--- src/rtl/cpu_control_fsm_pkg.sv ---
// -----------------------------------------------------------------------------
// cpu_pkg
// Shared definitions for the 6502 control unit: FSM state encodings, opcode
// constants, internal-bus / address-mux select codes, ALU operation codes and
// the decoded-instruction record produced by cpu_opcode_decode.
// -----------------------------------------------------------------------------
package cpu_pkg;

    typedef enum logic [3:0] {
        S_RESET  = 4'd0,
        S_FETCH  = 4'd1,
        S_DECODE = 4'd2,
        S_OP1    = 4'd3,
        S_EXEC   = 4'd4,
        S_ADL    = 4'd5,
        S_ADH    = 4'd6,
        S_MEM    = 4'd7,
        S_BROFF  = 4'd8,
        S_BRTAKE = 4'd9,
        S_HALT   = 4'd10
    } state_e;

    typedef enum logic [2:0] {
        CL_NOP  = 3'd0,
        CL_CLC  = 3'd1,
        CL_LDI  = 3'd2,   // load register immediate
        CL_ALUI = 3'd3,   // ALU op with immediate operand
        CL_ABS  = 3'd4,   // absolute load/store
        CL_BR   = 3'd5    // conditional relative branch
    } op_class_e;

    typedef enum logic [1:0] {
        REG_A = 2'd0,
        REG_X = 2'd1,
        REG_Y = 2'd2
    } reg_e;

    typedef enum logic [1:0] {
        BR_EQ = 2'd0,
        BR_NE = 2'd1,
        BR_CS = 2'd2,
        BR_CC = 2'd3
    } br_cond_e;

    typedef enum logic [3:0] {
        ALU_ADC = 4'd0,
        ALU_SBC = 4'd1,
        ALU_AND = 4'd2,
        ALU_ORA = 4'd3,
        ALU_EOR = 4'd4
    } alu_op_e;

    // Opcodes of the supported subset
    localparam logic [7:0] OP_LDA_IMM = 8'hA9;
    localparam logic [7:0] OP_LDX_IMM = 8'hA2;
    localparam logic [7:0] OP_LDY_IMM = 8'hA0;
    localparam logic [7:0] OP_ADC_IMM = 8'h69;
    localparam logic [7:0] OP_SBC_IMM = 8'hE9;
    localparam logic [7:0] OP_AND_IMM = 8'h29;
    localparam logic [7:0] OP_ORA_IMM = 8'h09;
    localparam logic [7:0] OP_EOR_IMM = 8'h49;
    localparam logic [7:0] OP_LDA_ABS = 8'hAD;
    localparam logic [7:0] OP_LDX_ABS = 8'hAE;
    localparam logic [7:0] OP_LDY_ABS = 8'hAC;
    localparam logic [7:0] OP_STA_ABS = 8'h8D;
    localparam logic [7:0] OP_BEQ     = 8'hF0;
    localparam logic [7:0] OP_BNE     = 8'hD0;
    localparam logic [7:0] OP_BCS     = 8'hB0;
    localparam logic [7:0] OP_BCC     = 8'h90;
    localparam logic [7:0] OP_CLC     = 8'h18;
    localparam logic [7:0] OP_NOP     = 8'hEA;

    // Internal data bus sources (SELECT_DATA)
    localparam int         SD_W   = 3;
    localparam logic [2:0] SD_A   = 3'd0;
    localparam logic [2:0] SD_ALU = 3'd1;
    localparam logic [2:0] SD_IMM = 3'd2;
    localparam logic [2:0] SD_MDR = 3'd3;
    localparam logic [2:0] SD_X   = 3'd4;
    localparam logic [2:0] SD_Y   = 3'd5;

    // Address mux sources (SELECT_ADDRESS)
    localparam logic [1:0] SA_PC   = 2'd0;
    localparam logic [1:0] SA_MAR  = 2'd1;
    localparam logic [1:0] SA_CALC = 2'd2;

    typedef struct packed {
        op_class_e cls;
        reg_e      tgt;       // destination of loads, source of STA
        logic      is_store;
        alu_op_e   alu_op;
        br_cond_e  br;
        logic      legal;
    } dec_t;

    // ALU operations that consume the carry flag
    function automatic logic uses_carry(input alu_op_e op);
        return (op == ALU_ADC) || (op == ALU_SBC);
    endfunction

endpackage

--- src/rtl/cpu_control_fsm_if.sv ---
// -----------------------------------------------------------------------------
// cpu_control_fsm_if
// Bundle between the control FSM and the 6502 datapath.
//   master (control unit): reads DATA_IN and the flag outputs, drives every
//                          datapath strobe plus HALTED / STATE_DBG.
//   slave  (datapath):     the mirror image.
// -----------------------------------------------------------------------------
interface cpu_control_fsm_if;
    import cpu_pkg::*;

    logic [7:0]      DATA_IN;
    logic            OUT_CARRY_T, OUT_ZERO_T, OUT_NEGATIF_T, OUT_OVERFLOW_T;
    logic            reset_A, reset_X, reset_Y, reset_IMM, reset_MDR, reset_MAR, reset_PC;
    logic            reset_offset, reset_C, reset_Z, reset_N, reset_O, reset_I;
    logic            load_A, load_X, load_Y, load_IMM, load_MDR, load_MARL, load_MARH;
    logic            load_PC, load_offset;
    logic            SEL_A, SEL_X, SEL_Y, SEL_IMM, SEL_MDR;
    logic [SD_W-1:0] SELECT_DATA;
    logic [1:0]      SELECT_ADDRESS;
    logic            inc_PC, calcul_enable, alu_enable, enable_CARRY, set_Flag;
    logic            read_wire, write_wire;
    logic [3:0]      alu_opcode;
    logic            HALTED;
    logic [3:0]      STATE_DBG;

    modport master (
        input  DATA_IN, OUT_CARRY_T, OUT_ZERO_T, OUT_NEGATIF_T, OUT_OVERFLOW_T,
        output reset_A, reset_X, reset_Y, reset_IMM, reset_MDR, reset_MAR, reset_PC,
               reset_offset, reset_C, reset_Z, reset_N, reset_O, reset_I,
               load_A, load_X, load_Y, load_IMM, load_MDR, load_MARL, load_MARH,
               load_PC, load_offset, SEL_A, SEL_X, SEL_Y, SEL_IMM, SEL_MDR,
               SELECT_DATA, SELECT_ADDRESS, inc_PC, calcul_enable, alu_enable,
               enable_CARRY, set_Flag, read_wire, write_wire, alu_opcode,
               HALTED, STATE_DBG
    );

    modport slave (
        output DATA_IN, OUT_CARRY_T, OUT_ZERO_T, OUT_NEGATIF_T, OUT_OVERFLOW_T,
        input  reset_A, reset_X, reset_Y, reset_IMM, reset_MDR, reset_MAR, reset_PC,
               reset_offset, reset_C, reset_Z, reset_N, reset_O, reset_I,
               load_A, load_X, load_Y, load_IMM, load_MDR, load_MARL, load_MARH,
               load_PC, load_offset, SEL_A, SEL_X, SEL_Y, SEL_IMM, SEL_MDR,
               SELECT_DATA, SELECT_ADDRESS, inc_PC, calcul_enable, alu_enable,
               enable_CARRY, set_Flag, read_wire, write_wire, alu_opcode,
               HALTED, STATE_DBG
    );
endinterface

--- src/rtl/cpu_control_fsm_decode.sv ---
// -----------------------------------------------------------------------------
// cpu_opcode_decode
// Purely combinational opcode classifier.
//   i_ir  : instruction register contents
//   o_dec : class, target register, store flag, ALU op, branch condition, legal
// -----------------------------------------------------------------------------
module cpu_opcode_decode
    import cpu_pkg::*;
(
    input  logic [7:0] i_ir,
    output dec_t       o_dec
);

    // Opcode to instruction-class lookup; unknown opcodes are flagged illegal
    always_comb begin
        o_dec = '{cls: CL_NOP, tgt: REG_A, is_store: 1'b0, alu_op: ALU_ADC,
                  br: BR_EQ, legal: 1'b1};
        case (i_ir)
            OP_LDA_IMM: begin o_dec.cls = CL_LDI;  o_dec.tgt = REG_A; end
            OP_LDX_IMM: begin o_dec.cls = CL_LDI;  o_dec.tgt = REG_X; end
            OP_LDY_IMM: begin o_dec.cls = CL_LDI;  o_dec.tgt = REG_Y; end
            OP_ADC_IMM: begin o_dec.cls = CL_ALUI; o_dec.alu_op = ALU_ADC; end
            OP_SBC_IMM: begin o_dec.cls = CL_ALUI; o_dec.alu_op = ALU_SBC; end
            OP_AND_IMM: begin o_dec.cls = CL_ALUI; o_dec.alu_op = ALU_AND; end
            OP_ORA_IMM: begin o_dec.cls = CL_ALUI; o_dec.alu_op = ALU_ORA; end
            OP_EOR_IMM: begin o_dec.cls = CL_ALUI; o_dec.alu_op = ALU_EOR; end
            OP_LDA_ABS: begin o_dec.cls = CL_ABS;  o_dec.tgt = REG_A; end
            OP_LDX_ABS: begin o_dec.cls = CL_ABS;  o_dec.tgt = REG_X; end
            OP_LDY_ABS: begin o_dec.cls = CL_ABS;  o_dec.tgt = REG_Y; end
            OP_STA_ABS: begin o_dec.cls = CL_ABS;  o_dec.is_store = 1'b1; end
            OP_BEQ:     begin o_dec.cls = CL_BR;   o_dec.br = BR_EQ; end
            OP_BNE:     begin o_dec.cls = CL_BR;   o_dec.br = BR_NE; end
            OP_BCS:     begin o_dec.cls = CL_BR;   o_dec.br = BR_CS; end
            OP_BCC:     begin o_dec.cls = CL_BR;   o_dec.br = BR_CC; end
            OP_CLC:     o_dec.cls = CL_CLC;
            OP_NOP:     o_dec.cls = CL_NOP;
            default:    o_dec.legal = 1'b0;
        endcase
    end

endmodule

--- src/rtl/cpu_control_fsm.sv ---
// -----------------------------------------------------------------------------
// cpu_control_fsm
// Fetch/decode/execute control unit for the 6502 datapath.
//   CLK   : rising-edge clock
//   RESET : synchronous, active-high; forces the reset strobe profile while high
//   ctrl  : master side of cpu_control_fsm_if (DATA_IN, flags in; strobes out)
// Strobes are a combinational function of (state, IR); while RESET is high they
// are overridden so a reset landing mid-instruction cannot fire a stray load.
// -----------------------------------------------------------------------------
module cpu_control_fsm
    import cpu_pkg::*;
#(
    parameter int RESET_CYCLES    = 2,
    parameter bit HALT_ON_ILLEGAL = 1'b1
) (
    input  logic               CLK,
    input  logic               RESET,
    cpu_control_fsm_if.master  ctrl
);

    localparam logic [7:0] CNT_LAST = 8'(RESET_CYCLES - 1);

    state_e     r_state, w_state_nxt;
    logic [7:0] r_ir, w_ir_nxt;
    logic [7:0] r_cnt, w_cnt_nxt;
    dec_t       w_dec;
    logic       w_br_taken;
    logic       w_rst_all, w_rst_c;   // full datapath clear / carry-only clear
    logic       w_ld_mem;             // load target register from DATA_IN
    logic       w_ld_alu;             // load A from the ALU

    cpu_opcode_decode u_decode (
        .i_ir  (r_ir),
        .o_dec (w_dec)
    );

    // State register, instruction register and reset hold counter
    always_ff @(posedge CLK) begin
        if (RESET) begin
            r_state <= S_RESET;
            r_ir    <= OP_NOP;
            r_cnt   <= 8'd0;
        end else begin
            r_state <= w_state_nxt;
            r_ir    <= w_ir_nxt;
            r_cnt   <= w_cnt_nxt;
        end
    end

    // Branch condition sampled from the live flag outputs
    always_comb begin
        case (w_dec.br)
            BR_EQ:   w_br_taken = ctrl.OUT_ZERO_T;
            BR_NE:   w_br_taken = ~ctrl.OUT_ZERO_T;
            BR_CS:   w_br_taken = ctrl.OUT_CARRY_T;
            BR_CC:   w_br_taken = ~ctrl.OUT_CARRY_T;
            default: w_br_taken = 1'b0;
        endcase
    end

    // Next-state logic
    always_comb begin
        w_state_nxt = r_state;
        w_ir_nxt    = r_ir;
        w_cnt_nxt   = r_cnt;
        case (r_state)
            S_RESET: begin
                if (r_cnt >= CNT_LAST) begin
                    w_state_nxt = S_FETCH;
                end else begin
                    w_cnt_nxt = r_cnt + 8'd1;
                end
            end
            S_FETCH: begin
                w_ir_nxt    = ctrl.DATA_IN;
                w_state_nxt = S_DECODE;
            end
            S_DECODE: begin
                if (!w_dec.legal) begin
                    w_state_nxt = HALT_ON_ILLEGAL ? S_HALT : S_FETCH;
                end else begin
                    case (w_dec.cls)
                        CL_LDI, CL_ALUI: w_state_nxt = S_OP1;
                        CL_ABS:          w_state_nxt = S_ADL;
                        CL_BR:           w_state_nxt = S_BROFF;
                        default:         w_state_nxt = S_FETCH;
                    endcase
                end
            end
            S_OP1:    w_state_nxt = (w_dec.cls == CL_ALUI) ? S_EXEC : S_FETCH;
            S_EXEC:   w_state_nxt = S_FETCH;
            S_ADL:    w_state_nxt = S_ADH;
            S_ADH:    w_state_nxt = S_MEM;
            S_MEM:    w_state_nxt = S_FETCH;
            S_BROFF:  w_state_nxt = w_br_taken ? S_BRTAKE : S_FETCH;
            S_BRTAKE: w_state_nxt = S_FETCH;
            S_HALT:   w_state_nxt = S_HALT;
            default:  w_state_nxt = S_RESET;
        endcase
    end

    // Output decode: strobes per state, reset profile while RESET is high
    always_comb begin
        w_rst_all           = 1'b0;
        w_rst_c             = 1'b0;
        w_ld_mem            = 1'b0;
        w_ld_alu            = 1'b0;
        ctrl.load_IMM       = 1'b0;
        ctrl.load_MDR       = 1'b0;
        ctrl.load_MARL      = 1'b0;
        ctrl.load_MARH      = 1'b0;
        ctrl.load_PC        = 1'b0;
        ctrl.load_offset    = 1'b0;
        ctrl.SEL_IMM        = 1'b0;
        ctrl.SEL_MDR        = 1'b0;
        ctrl.SELECT_DATA    = SD_A;
        ctrl.SELECT_ADDRESS = SA_PC;
        ctrl.inc_PC         = 1'b0;
        ctrl.calcul_enable  = 1'b0;
        ctrl.alu_enable     = 1'b0;
        ctrl.enable_CARRY   = 1'b0;
        ctrl.set_Flag       = 1'b0;
        ctrl.read_wire      = 1'b0;
        ctrl.write_wire     = 1'b0;
        ctrl.alu_opcode     = ALU_ADC;
        if (RESET) begin
            w_rst_all = 1'b1;
        end else begin
            case (r_state)
                S_RESET:  w_rst_all = 1'b1;
                S_FETCH: begin
                    ctrl.read_wire = 1'b1;
                    ctrl.inc_PC    = 1'b1;
                end
                S_DECODE: w_rst_c = w_dec.legal && (w_dec.cls == CL_CLC);
                S_OP1: begin
                    ctrl.read_wire = 1'b1;
                    ctrl.inc_PC    = 1'b1;
                    if (w_dec.cls == CL_ALUI) begin
                        ctrl.SEL_IMM  = 1'b1;
                        ctrl.load_IMM = 1'b1;
                    end else begin
                        w_ld_mem = 1'b1;
                    end
                end
                S_EXEC: begin
                    ctrl.alu_enable   = 1'b1;
                    ctrl.alu_opcode   = w_dec.alu_op;
                    ctrl.enable_CARRY = uses_carry(w_dec.alu_op);
                    ctrl.SELECT_DATA  = SD_ALU;
                    ctrl.set_Flag     = 1'b1;
                    w_ld_alu          = 1'b1;
                end
                S_ADL, S_ADH: begin
                    ctrl.read_wire = 1'b1;
                    ctrl.inc_PC    = 1'b1;
                    ctrl.load_MARL = (r_state == S_ADL);
                    ctrl.load_MARH = (r_state == S_ADH);
                end
                S_MEM: begin
                    ctrl.SELECT_ADDRESS = SA_MAR;
                    if (w_dec.is_store) begin
                        ctrl.write_wire  = 1'b1;
                        ctrl.SELECT_DATA = SD_A;
                    end else begin
                        ctrl.read_wire = 1'b1;
                        w_ld_mem       = 1'b1;
                    end
                end
                S_BROFF: begin
                    ctrl.read_wire   = 1'b1;
                    ctrl.load_offset = 1'b1;
                    ctrl.inc_PC      = 1'b1;
                end
                // PC = address of next instruction + sign-extended offset
                S_BRTAKE: begin
                    ctrl.calcul_enable = 1'b1;
                    ctrl.load_PC       = 1'b1;
                end
                S_HALT:   w_rst_all = 1'b0;
                default:  w_rst_all = 1'b0;
            endcase
        end
    end

    assign ctrl.reset_A      = w_rst_all;
    assign ctrl.reset_X      = w_rst_all;
    assign ctrl.reset_Y      = w_rst_all;
    assign ctrl.reset_IMM    = w_rst_all;
    assign ctrl.reset_MDR    = w_rst_all;
    assign ctrl.reset_MAR    = w_rst_all;
    assign ctrl.reset_PC     = w_rst_all;
    assign ctrl.reset_offset = w_rst_all;
    assign ctrl.reset_C      = w_rst_all | w_rst_c;
    assign ctrl.reset_Z      = w_rst_all;
    assign ctrl.reset_N      = w_rst_all;
    assign ctrl.reset_O      = w_rst_all;
    assign ctrl.reset_I      = w_rst_all;

    assign ctrl.load_A = w_ld_alu | (w_ld_mem && (w_dec.tgt == REG_A));
    assign ctrl.load_X = w_ld_mem && (w_dec.tgt == REG_X);
    assign ctrl.load_Y = w_ld_mem && (w_dec.tgt == REG_Y);
    assign ctrl.SEL_A  = w_ld_mem && (w_dec.tgt == REG_A);
    assign ctrl.SEL_X  = w_ld_mem && (w_dec.tgt == REG_X);
    assign ctrl.SEL_Y  = w_ld_mem && (w_dec.tgt == REG_Y);

    assign ctrl.HALTED    = !RESET && (r_state == S_HALT);
    assign ctrl.STATE_DBG = RESET ? S_RESET : r_state;

endmodule

--- src/flat_wrapper.sv ---
// flat-port wrapper written by rule: the top's interface ports become plain ports
module cpu_control_fsm_flat import cpu_pkg::*;
#(
    parameter int RESET_CYCLES    = 2,
    parameter bit HALT_ON_ILLEGAL = 1'b1
)
  (CLK, RESET, ctrl_DATA_IN, ctrl_OUT_CARRY_T, ctrl_OUT_ZERO_T, ctrl_OUT_NEGATIF_T, ctrl_OUT_OVERFLOW_T, ctrl_reset_A, ctrl_reset_X, ctrl_reset_Y, ctrl_reset_IMM, ctrl_reset_MDR, ctrl_reset_MAR, ctrl_reset_PC, ctrl_reset_offset, ctrl_reset_C, ctrl_reset_Z, ctrl_reset_N, ctrl_reset_O, ctrl_reset_I, ctrl_load_A, ctrl_load_X, ctrl_load_Y, ctrl_load_IMM, ctrl_load_MDR, ctrl_load_MARL, ctrl_load_MARH, ctrl_load_PC, ctrl_load_offset, ctrl_SEL_A, ctrl_SEL_X, ctrl_SEL_Y, ctrl_SEL_IMM, ctrl_SEL_MDR, ctrl_SELECT_DATA, ctrl_SELECT_ADDRESS, ctrl_inc_PC, ctrl_calcul_enable, ctrl_alu_enable, ctrl_enable_CARRY, ctrl_set_Flag, ctrl_read_wire, ctrl_write_wire, ctrl_alu_opcode, ctrl_HALTED, ctrl_STATE_DBG);
  cpu_control_fsm_if ctrl_i ();
  input  logic CLK;
  input  logic RESET;
  input wire logic [$bits(ctrl_i.DATA_IN)-1:0] ctrl_DATA_IN;
  input wire logic [$bits(ctrl_i.OUT_CARRY_T)-1:0] ctrl_OUT_CARRY_T;
  input wire logic [$bits(ctrl_i.OUT_ZERO_T)-1:0] ctrl_OUT_ZERO_T;
  input wire logic [$bits(ctrl_i.OUT_NEGATIF_T)-1:0] ctrl_OUT_NEGATIF_T;
  input wire logic [$bits(ctrl_i.OUT_OVERFLOW_T)-1:0] ctrl_OUT_OVERFLOW_T;
  output wire logic [$bits(ctrl_i.reset_A)-1:0] ctrl_reset_A;
  output wire logic [$bits(ctrl_i.reset_X)-1:0] ctrl_reset_X;
  output wire logic [$bits(ctrl_i.reset_Y)-1:0] ctrl_reset_Y;
  output wire logic [$bits(ctrl_i.reset_IMM)-1:0] ctrl_reset_IMM;
  output wire logic [$bits(ctrl_i.reset_MDR)-1:0] ctrl_reset_MDR;
  output wire logic [$bits(ctrl_i.reset_MAR)-1:0] ctrl_reset_MAR;
  output wire logic [$bits(ctrl_i.reset_PC)-1:0] ctrl_reset_PC;
  output wire logic [$bits(ctrl_i.reset_offset)-1:0] ctrl_reset_offset;
  output wire logic [$bits(ctrl_i.reset_C)-1:0] ctrl_reset_C;
  output wire logic [$bits(ctrl_i.reset_Z)-1:0] ctrl_reset_Z;
  output wire logic [$bits(ctrl_i.reset_N)-1:0] ctrl_reset_N;
  output wire logic [$bits(ctrl_i.reset_O)-1:0] ctrl_reset_O;
  output wire logic [$bits(ctrl_i.reset_I)-1:0] ctrl_reset_I;
  output wire logic [$bits(ctrl_i.load_A)-1:0] ctrl_load_A;
  output wire logic [$bits(ctrl_i.load_X)-1:0] ctrl_load_X;
  output wire logic [$bits(ctrl_i.load_Y)-1:0] ctrl_load_Y;
  output wire logic [$bits(ctrl_i.load_IMM)-1:0] ctrl_load_IMM;
  output wire logic [$bits(ctrl_i.load_MDR)-1:0] ctrl_load_MDR;
  output wire logic [$bits(ctrl_i.load_MARL)-1:0] ctrl_load_MARL;
  output wire logic [$bits(ctrl_i.load_MARH)-1:0] ctrl_load_MARH;
  output wire logic [$bits(ctrl_i.load_PC)-1:0] ctrl_load_PC;
  output wire logic [$bits(ctrl_i.load_offset)-1:0] ctrl_load_offset;
  output wire logic [$bits(ctrl_i.SEL_A)-1:0] ctrl_SEL_A;
  output wire logic [$bits(ctrl_i.SEL_X)-1:0] ctrl_SEL_X;
  output wire logic [$bits(ctrl_i.SEL_Y)-1:0] ctrl_SEL_Y;
  output wire logic [$bits(ctrl_i.SEL_IMM)-1:0] ctrl_SEL_IMM;
  output wire logic [$bits(ctrl_i.SEL_MDR)-1:0] ctrl_SEL_MDR;
  output wire logic [$bits(ctrl_i.SELECT_DATA)-1:0] ctrl_SELECT_DATA;
  output wire logic [$bits(ctrl_i.SELECT_ADDRESS)-1:0] ctrl_SELECT_ADDRESS;
  output wire logic [$bits(ctrl_i.inc_PC)-1:0] ctrl_inc_PC;
  output wire logic [$bits(ctrl_i.calcul_enable)-1:0] ctrl_calcul_enable;
  output wire logic [$bits(ctrl_i.alu_enable)-1:0] ctrl_alu_enable;
  output wire logic [$bits(ctrl_i.enable_CARRY)-1:0] ctrl_enable_CARRY;
  output wire logic [$bits(ctrl_i.set_Flag)-1:0] ctrl_set_Flag;
  output wire logic [$bits(ctrl_i.read_wire)-1:0] ctrl_read_wire;
  output wire logic [$bits(ctrl_i.write_wire)-1:0] ctrl_write_wire;
  output wire logic [$bits(ctrl_i.alu_opcode)-1:0] ctrl_alu_opcode;
  output wire logic [$bits(ctrl_i.HALTED)-1:0] ctrl_HALTED;
  output wire logic [$bits(ctrl_i.STATE_DBG)-1:0] ctrl_STATE_DBG;
  assign ctrl_i.DATA_IN = ctrl_DATA_IN;
  assign ctrl_i.OUT_CARRY_T = ctrl_OUT_CARRY_T;
  assign ctrl_i.OUT_ZERO_T = ctrl_OUT_ZERO_T;
  assign ctrl_i.OUT_NEGATIF_T = ctrl_OUT_NEGATIF_T;
  assign ctrl_i.OUT_OVERFLOW_T = ctrl_OUT_OVERFLOW_T;
  assign ctrl_reset_A = ctrl_i.reset_A;
  assign ctrl_reset_X = ctrl_i.reset_X;
  assign ctrl_reset_Y = ctrl_i.reset_Y;
  assign ctrl_reset_IMM = ctrl_i.reset_IMM;
  assign ctrl_reset_MDR = ctrl_i.reset_MDR;
  assign ctrl_reset_MAR = ctrl_i.reset_MAR;
  assign ctrl_reset_PC = ctrl_i.reset_PC;
  assign ctrl_reset_offset = ctrl_i.reset_offset;
  assign ctrl_reset_C = ctrl_i.reset_C;
  assign ctrl_reset_Z = ctrl_i.reset_Z;
  assign ctrl_reset_N = ctrl_i.reset_N;
  assign ctrl_reset_O = ctrl_i.reset_O;
  assign ctrl_reset_I = ctrl_i.reset_I;
  assign ctrl_load_A = ctrl_i.load_A;
  assign ctrl_load_X = ctrl_i.load_X;
  assign ctrl_load_Y = ctrl_i.load_Y;
  assign ctrl_load_IMM = ctrl_i.load_IMM;
  assign ctrl_load_MDR = ctrl_i.load_MDR;
  assign ctrl_load_MARL = ctrl_i.load_MARL;
  assign ctrl_load_MARH = ctrl_i.load_MARH;
  assign ctrl_load_PC = ctrl_i.load_PC;
  assign ctrl_load_offset = ctrl_i.load_offset;
  assign ctrl_SEL_A = ctrl_i.SEL_A;
  assign ctrl_SEL_X = ctrl_i.SEL_X;
  assign ctrl_SEL_Y = ctrl_i.SEL_Y;
  assign ctrl_SEL_IMM = ctrl_i.SEL_IMM;
  assign ctrl_SEL_MDR = ctrl_i.SEL_MDR;
  assign ctrl_SELECT_DATA = ctrl_i.SELECT_DATA;
  assign ctrl_SELECT_ADDRESS = ctrl_i.SELECT_ADDRESS;
  assign ctrl_inc_PC = ctrl_i.inc_PC;
  assign ctrl_calcul_enable = ctrl_i.calcul_enable;
  assign ctrl_alu_enable = ctrl_i.alu_enable;
  assign ctrl_enable_CARRY = ctrl_i.enable_CARRY;
  assign ctrl_set_Flag = ctrl_i.set_Flag;
  assign ctrl_read_wire = ctrl_i.read_wire;
  assign ctrl_write_wire = ctrl_i.write_wire;
  assign ctrl_alu_opcode = ctrl_i.alu_opcode;
  assign ctrl_HALTED = ctrl_i.HALTED;
  assign ctrl_STATE_DBG = ctrl_i.STATE_DBG;
  cpu_control_fsm #(.RESET_CYCLES(RESET_CYCLES), .HALT_ON_ILLEGAL(HALT_ON_ILLEGAL)) u_core (.CLK(CLK), .RESET(RESET), .ctrl(ctrl_i));
endmodule
--- config.mk ---
export PLATFORM = sky130hd
export DESIGN_NAME = cpu_control_fsm_flat
export DESIGN_NICKNAME = d
export VERILOG_FILES = /design/src/rtl/cpu_control_fsm_pkg.sv /design/src/rtl/cpu_control_fsm_if.sv /design/src/rtl/cpu_control_fsm_decode.sv /design/src/rtl/cpu_control_fsm.sv /design/src/flat_wrapper.sv
export SDC_FILE = /design/constraint.sdc
export NUM_CORES = 1
export LEC_CHECK = 0
export ABC_AREA = 1
export CORE_MARGIN = 3
export CORE_UTILIZATION = 25
export DETAILED_ROUTE_END_ITERATION = 8
export SETUP_SLACK_MARGIN = 0.2
export SYNTH_ARGS = -nofsm -noshare
export SYNTH_HDL_FRONTEND = slang
export SYNTH_SLANG_ARGS = --single-unit
--- constraint.sdc ---
create_clock -name CLK -period 3.7 [get_ports CLK]
set_input_delay 0.74 -clock CLK [delete_from_list [all_inputs] [get_ports CLK]]
set_output_delay 0.74 -clock CLK [all_outputs]
set_load 0.01 [all_outputs]
==> key figures <==
STA
  • RSZ-0062 raised after global routing: false
  • Fin. max-slew vios: 0
  • Clock skew: 0.000712 ns
  • Final setup fails: 0
  • Fmax: approximately 310 MHz
  • Fin crit share: 0.868
  • Crit path time final: 3.21 ns
  • Setup TNS: 0 ns
  • Hold Fails Final Rpt: 0

CTS
  • H-tree depth: 1
  • Root Driver: clkbuf_8
  • Post-CTS Hold Fix Bufs: 0
  • Clock buffer depth: 2
  • Worst-Skew Late Latency: 0.26 ns
  • Post-CTS setup buffers: 0
  • CTS buffer count: 3
  • TritonCTS clock tree: done
  • CTS resizes: 0
  • Clock sink count: 20
  • Clk slew on worst S/H paths: 0.07 ns

Routing
  • Drt first-iter violations: 98
  • Detailed Routing Iterations Pass 1: 4
  • Vias per cell: approximately 4.3
  • Antenna-violating nets left: 0
  • Final wirelength: ~4000 um
  • Total number of vias: 1665
  • DRC viols: 0
  • WL/cell: 10.4 um

Logic synthesis
  • Post-synthesis xor/xnor area fraction: 0.00535
  • Synth Area in Compound Gates: 0.118
  • Post-synthesis sequential area ratio: 0.245
  • Simple-Gate Fraction of Synth Area: 0.398
  • Netlist Area Pre-Place: 1640 sq um
  • Synth Warn #: 0
  • Largest family of logic cells by synthesized area: simple AND/OR/NAND/NOR gates
  • Post-synthesis register bit count: 20
  • Avg Synthesized Cell Area: between 6 and 7 sq um
  • Adder-Cell Fraction of Synth Area: 0.0229
  • Mux share of post-synthesis cell area: 0
  • Unique masters post-synth: 29
  • Syn Inst Count: between 200 and 300

Pwr
  • Int Pwr: 0.687 mW
  • Leakage: 0.944 nW
  • NetSw: between 0.5 and 0.6 mW
  • Logic pwr share: 0.546
  • Switching share of power: 0.435
  • Peak supply drop: 0.000351 V
  • Clock power frac: 0.180
  • Power Density: 559 nW/um^2
  • Register share of total power: 0.274

Min path
  • Hold path startpoint: u_core.r_cnt[7]$_SDFFE_PP0P_
  • Class of the worst hold path: reg -> reg

Worst setup path
  • Most frequent CP cell: clkdlybuf4s50_1
  • Critical Path AT: 2.47 ns
  • Worst-path cell chain: clkdlybuf4s50_1, nor2_1, inv_1, a21oi_1, clkdlybuf4s50_1
  • Worst Path Required: around 3 ns
  • CP Max Fanout: 9
  • Critical Path Sink Type: output pin
  • CP peak stage delay: 0.56 ns
  • Worst Setup Path Type: in -> out
  • Worst Setup Start Kind: primary input
  • Critical path origin: RESET
  • Slowest cell on the critical path: clkdlybuf4s50_1
  • Worst reg2reg path startpoint: u_core.r_state[0]$_SDFFE_PP0N_
  • R2R Setup Slk: 2.19 ns

Floorplanning
  • Die Y: slightly below 90 um
  • Io pins: 62
  • CORE AREA: between 6000 and 7000 sq um
  • DIE WIDTH: between 80 and 90 um
  • Initial Utilization: 0.267
  • # rows: 28
  • Die area: 7550 sq um

Place
  • Post-DP HPWL: 3410 um
  • Number of port buffers: 53
  • DP Area: 2100 sq um
  • Routability cong.: about 0.91

Global route
  • Gr ovfl total: 0
  • GRT Util Overall: 0.106
  • Met3 Use GR: 0.0274
  • Routing usage on met2: 0.185
  • Global-route wire length before repair: 6530 um
  • Number of global-route vias before repair: 1524
  • Grt peak-use layer: met2
  • Largest net degree at the start of global routing: 18
  • GR Layer Usage met1: 0.135
  • Antenna violations before repair: 0

Final layout
  • Commonest non-fill, non-tap cells in the layout: 55 x nor2_1, 53 x clkdlybuf4s50_1, 52 x nand2_1
  • Design Area, Final: 2170 sq um
  • Reg area: 400 sq um
  • Most common cell after layout, fill and taps aside: nor2_1
  • Syn-to-layout area delta: 32.8%
  • N_diodes: 0
  • Fin nets: ~330
  • Share of layout cells above drive strength 1: 0.127
  • Area of the multi-input gates: 912 sq um
  • Layout fillers: 652

Flow run
  • Max-capacitance violation count: 0

Outcome
  • Status: complete, no violations
==> area by class of cell <==
class                      instances  share of cell area
timing repair buffer              55               0.251
clock buffer                       3              0.0190
sequential                        20               0.184
clock inverter                     1              0.0138
inverter                          40              0.0691
tap                               75              0.0432
multi-input combinational        189               0.420
==> final timing paths <==
kind,endpoint,cells after the start
max,ctrl_alu_opcode[0],5
min,u_core.r_cnt[7]$_SDFFE_PP0P_,2
max reg2reg,u_core.r_state[1]$_SDFFE_PP0N_,6
min reg2reg,u_core.r_cnt[7]$_SDFFE_PP0P_,2
==> Yosys cell counts <==
cell type / n / area [sq um]
nor2_1: 55 / 206
nand2_1: 52 / 195
inv_1: 33 / 124
buf_4: 23 / 173
dfxtp_1: 20 / 400
nor2_2: 11 / 68.8
o21ai_0: 10 / 50.1
a21oi_1: 9 / 45.0
nand3_1: 9 / 45.0
nand2_2: 8 / 50.1
inv_2: 7 / 26.3
nor3_1: 5 / 25.0
o211ai_1: 5 / 37.5
clkbuf_1: 4 / 15.0
a21oi_2: 3 / 26.3
ha_1: 3 / 37.5
nand4_1: 2 / 12.5
o21ai_1: 2 / 10.0
a211oi_1: 1 / 7.51
buf_2: 1 / 5.00
conb_1: 1 / 3.75
nand3_2: 1 / 10.0
nand3b_1: 1 / 7.51
nor2_4: 1 / 11.3
nor4_1: 1 / 6.26
nor4_2: 1 / 12.5
o21a_1: 1 / 7.51
o21ai_2: 1 / 8.76
xor2_1: 1 / 8.76
==> metrics by stage <==
stage / utilization / std cells / power [mW] / setup WS [ns] / hold slack, ns
after floorplan: - / 277 / 0.833 / 1.19 / 0.403
after global placement: 0.343 / 379 / 0.997 / 0.472 / 0.413
after detailed placement: 0.343 / 379 / 1.00 / 0.476 / 0.414
after CTS: 0.354 / 383 / 1.23 / 0.466 / 0.426
after global routing: 0.354 / 383 / 1.33 / 0.335 / 0.442
final: 0.354 / 383 / 1.22 / 0.489 / 0.427
==> power by group through the flow <==
stage | logic (mW) | registers, mW | clock network (mW)
2_1_floorplan | 0.509 | 0.324 | 0
3_3_place_gp | 0.662 | 0.335 | 0
3_5_place_dp | 0.669 | 0.336 | 0
4_1_cts | 0.672 | 0.332 | 0.223
5_1_grt | 0.748 | 0.341 | 0.236
6_report | 0.664 | 0.333 | 0.219
==> logic make-up (layout without fill, tap and decap cells) <==
kind of cell,Yosys count,in the layout
compound gates,32,32
xor+xnor,1,1
fa+ha+maj,3,3
buf+inv,68,99
flops,20,20
other cells,1,6
simple gates,147,147
==> critical path, delay by kind of cell <==
kind / cells / cell delay (ns)
and+or+nand+nor: 1 / 0.32
buffers and inverters: 3 / 1.27
AOI/OAI and AO/OA: 1 / 0.14
==> sequential cells by signal (all words and copies together) (netlist names) <==
name	flops
u_core.r_cnt	8
u_core.r_ir	8
u_core.r_state	4
==> routing by layer <==
metal,wire length (um),share of wire
met3,229,0.057
met5,0,0
met1,1850,0.46
met4,0,0
met2,1920,0.48
Note: power is estimated with default switching activity, not from simulation.
